<file path="config.mk">
export PLATFORM = sky130hd
export DESIGN_NAME = onehot_scan_encoder_32x5
export DESIGN_NICKNAME = d
export VERILOG_FILES = /design/src/rtl/onehot_scan_encoder_32x5.sv
export SDC_FILE = /design/constraint.sdc
export NUM_CORES = 1
export LEC_CHECK = 0
export CORE_ASPECT_RATIO = 0.6
export CORE_MARGIN = 5
export CORE_UTILIZATION = 40
export DETAILED_ROUTE_END_ITERATION = 16
export GPL_ROUTABILITY_DRIVEN = 0
export PLACE_DENSITY = 0.65
export SYNTH_ARGS = -nofsm -noshare
export SYNTH_HDL_FRONTEND = slang
export SYNTH_SLANG_ARGS = --single-unit
</file>
<file path="constraint.sdc">
create_clock -name clk -period 2.6 [get_ports clk]
set_input_delay 0.65 -clock clk [delete_from_list [all_inputs] [get_ports clk]]
set_output_delay 0.65 -clock clk [all_outputs]
set_load 0.02 [all_outputs]
</file>
<file path="src/rtl/onehot_scan_encoder_32x5.sv">
// Scanning encoder: accepts an N-bit line vector and returns the W-bit index of
// every set bit, one per output beat, lowest-first or highest-first.
//
// Handshake: a transfer happens on a rising clk edge where valid and ready are
// both 1. in_ready is high only in IDLE. out_valid is high only in EMIT.
// While out_valid=1 and out_ready=0 the beat fields hold. No output depends
// combinationally on any input.
module onehot_scan_encoder_32x5 #(
    parameter int N         = 32,
    parameter int W         = 5,
    parameter bit MSB_FIRST = 1'b0
) (
    input  logic         clk,
    input  logic         rst,
    input  logic [N-1:0] in_vec,
    input  logic         in_valid,
    output logic         in_ready,
    output logic [W-1:0] out_idx,
    output logic         out_valid,
    input  logic         out_ready,
    output logic         out_last,
    output logic         out_none
);

    typedef enum logic {
        IDLE = 1'b0,
        EMIT = 1'b1
    } state_t;

    state_t         state_q;
    logic [N-1:0]   pend_q;
    logic           zero_flag_q;

    logic [W-1:0]   sel_idx;
    logic           pend_one_hot;
    logic [N-1:0]   pend_d;

    // The last hit in the scan wins, so the scan direction picks the priority.
    always_comb begin
        sel_idx = '0;
        if (MSB_FIRST) begin
            for (int i = 0; i < N; i++) begin
                if (pend_q[i]) sel_idx = W'(i);
            end
        end else begin
            for (int i = N - 1; i >= 0; i--) begin
                if (pend_q[i]) sel_idx = W'(i);
            end
        end
    end

    always_comb begin
        pend_one_hot = (pend_q != '0) && ((pend_q & (pend_q - N'(1))) == '0);
        pend_d       = pend_q & ~(N'(1) << sel_idx);
    end

    always_comb begin
        in_ready  = (state_q == IDLE);
        out_valid = (state_q == EMIT);
        out_none  = out_valid & zero_flag_q;
        out_last  = out_valid & (zero_flag_q | pend_one_hot);
        out_idx   = (out_valid && !zero_flag_q) ? sel_idx : '0;
    end

    always_ff @(posedge clk) begin
        if (rst) begin
            state_q     <= IDLE;
            pend_q      <= '0;
            zero_flag_q <= 1'b0;
        end else begin
            case (state_q)
                IDLE: begin
                    if (in_valid) begin
                        pend_q      <= in_vec;
                        zero_flag_q <= (in_vec == '0);
                        state_q     <= EMIT;
                    end
                end
                EMIT: begin
                    if (out_ready) begin
                        if (out_last) begin
                            pend_q      <= '0;
                            zero_flag_q <= 1'b0;
                            state_q     <= IDLE;
                        end else begin
                            pend_q <= pend_d;
                        end
                    end
                end
                default: begin
                    state_q <= IDLE;
                end
            endcase
        end
    end

endmodule

</file>
==> metrics <==
outcome=finished, violations left; failing checks=negative setup slack; Final Cell Area=~4800 sq um; overall routed net length=about 13000 um; share of cells above drive strength 1=42.2%; Synth cell types=57; worst min path class=flip-flop to flip-flop; CTS sink count=34; Psw=approximately 0.0014 W; Initial DRC Count=559; Final Hold Viols=0; WL/cell=roughly 22 um; Comb power frac=about three fifths; die width=about 120 um; period utilization=127%; crit path cell chain=nor4_4 > nand4_4 > o32ai_2 > nand4_1 > nor4_4 > and3_4 > o21a_4 > buf_6; crit-path leading delay family=simple AND/OR/NAND/NOR gates; CTS tree=yes; post-synthesis net count=approximately 400; Syn Area/Cell=7.33 sq um; RSZ-0062 raised after global routing=true; initial core utilization=41.0%; Post-Syn Instances=~370; Rows=23; MaxCap Viol Count=0; WP buf/inv=1; Placement Cell Area=3890 sq um; Critical Path Sink Type=output port; setup violators final=37; Layout Area Growth over Synthesis=74.7%; Post-Layout Cell Count=about 600; Final Hold Slack=roughly 0.60 ns; largest net degree at the start of global routing=36; Max-Slew Margin vs Limit=between 50% and 60%; Clock power frac=a little under a quarter; vias in the first global route=3538; maximum operating frequency=304 MHz; Max IR drop VDD=~0.38 mV; Cell Count Post-Placement=around 570; DRC=0; Num CTS Buffers=5; initial antenna violation count=0; # fillers=approximately 480; Pleak=roughly 1.9 nW; Post-DRT Antenna Nets=0; most frequent cells in the layout=101 x buf_4, 62 x nand2_1, 38 x clkdlybuf4s50_1, 28 x a21oi_1, 24 x dfxtp_1; Post-synth EDFFs=0; register area share after synthesis=around 25%; Die Y=around 74 um; register area=just under 700 sq um; most frequent CP cell=nor4_4; first-pass GRT wire length=around 19000 um; n_diodes=0; Total Nets Final=549; Slew Viols, Final=0; grt total ovfl=0; htree depth=2; PwrDens=roughly 740 nW/um^2; port bufs=44; synthesized area=2730 sq um; min cycle time layout=3.29 ns; Critical Path Source Type=flip-flop; internal cell power=around 0.0021 W; IO Pins=45; Async SR Flop Fraction=0%; Clk Latency, worst-skew pair=just under 0.3 ns; DIE AREA=around 8600 sq um; CP max stage delay=~0.40 ns; core region area=6650 sq um; most common cell after layout, fill and taps aside=buf_4; worst setup slack after layout=-0.694 ns; Seq cells post-synth=34; Syn. warnings=0; Global Route Usage Sum=28.7%; multi-input gate area in the final layout=2280 sq um; Critical Path AT=between 2 and 3 ns; Vias/cell=between 6 and 7; WP data required=1.95 ns; Finished Core Util=around 72%; via count=just under 4000; Root Buffer=clkbuf_16; total iterations of the first detailed-routing run=5; critical path class=flip-flop to output port; dominant synthesized flop cell=dfxtp_1; Longest Clk Path Bufs=2; sw frac=39.4%; slowest CP cell=nor4_4; HPWL after detailed placement=8700 um; clock-pin slew on the worst setup and hold paths=about 0.06 ns; Worst Tran Pin Value=between 0.6 and 0.7 ns; Critical Path Fanout Max=6; sequential power share=~18%; Clock Skew=0.00561 ns
[flip-flops by register name, indices dropped and copies added, names as in the netlist]
name         flops
zero_flag_q      1
pend_q          32
out_valid        1
[cell families after synthesis]
| family | Yosys count | synth area share, % |
|---|---|---|
| buffers and inverters | 39 | 6.93 |
| flip-flops | 34 | 25.0 |
| multiplexers | 6 | 2.20 |
| AND/OR/NAND/NOR | 173 | 34.1 |
| AO/OA/AOI/OAI | 120 | 31.8 |
[final timing paths]
check / start / to / slack [ns] / depth (start not counted)
hold reg to reg: zero_flag_q / zero_flag_q / 0.60 / 2
hold / removal: zero_flag_q / zero_flag_q / 0.60 / 2
setup reg to reg: pend_q[6] / pend_q[13] / -0.30 / 11
setup / recovery: pend_q[6] / out_last / -0.69 / 8
[timing repair]
action                                 in CTS  in global routing
resized for setup                          49                 91
gates cloned                                1                  0
setup endpoints to repair                  35                 37
buffers inserted                           11                 11
hold buffers                                0                  0
pin swaps                                  12                 37
endpoints found under the hold margin       0                  0
[layout make-up]
class,count,area share [%]
timing repair buffer,164,30.4
inverter,9,0.709
multi-input combinational,299,47.8
clock buffer,6,2.92
sequential,34,14.6
tap,87,2.29
clock inverter,2,1.26
[synthesized netlist by cell type, types with 7 or more instances]
cell	number	area, sq um
nor2_1	28	105
nand2_1	64	240
dfxtp_1	34	681
nor3_1	10	50.1
a31o_1	16	140
inv_1	9	33.8
clkbuf_1	20	75.1
nand3_1	16	80.1
nor4_1	14	87.6
o21ai_1	7	35.0
a21oi_1	30	150
o211ai_1	8	60.1
[stage by stage]
stage,total power [W],worst slack [ns],setup TNS [ns]
floorplan,0.00140,-0.223,-0.223
global placement,0.00210,-0.876,-4.16
detailed placement,0.00211,-0.830,-4.69
CTS,0.00307,-0.627,-5.28
global route,0.00365,-0.782,-11.71
finish,0.00353,-0.694,-8.25
[layer usage]
layer / global-route usage (%) / part of all wire [%] / routed length [um] / vias up
met5: 0 / 0 / 0 / -
met4: 7.38 / 4.7 / 629 / 0
met3: 9.27 / 13 / 1780 / 72
met2: 40.3 / 41 / 5510 / 316
met1: 42.1 / 41 / 5590 / 1813
li1: - / - / - / 1685
[worst reg2reg max path: cells and delay by family (launching register included)]
family	cells	cell delay [ns]
simple gates	4	1.17
compound gates	3	0.68
flops	1	0.36
buf+inv	4	0.58
[power groups by stage]
stage | logic [W] | clock network (W) | registers, W
global route | 0.00217 | 0.000840 | 0.000635
floorplan | 0.000773 | 0 | 0.000626
global placement | 0.00148 | 0 | 0.000624
detailed placement | 0.00148 | 0 | 0.000628
finish | 0.00208 | 0.000813 | 0.000631
CTS | 0.00165 | 0.000810 | 0.000620
(Power assumes the default switching activity.)
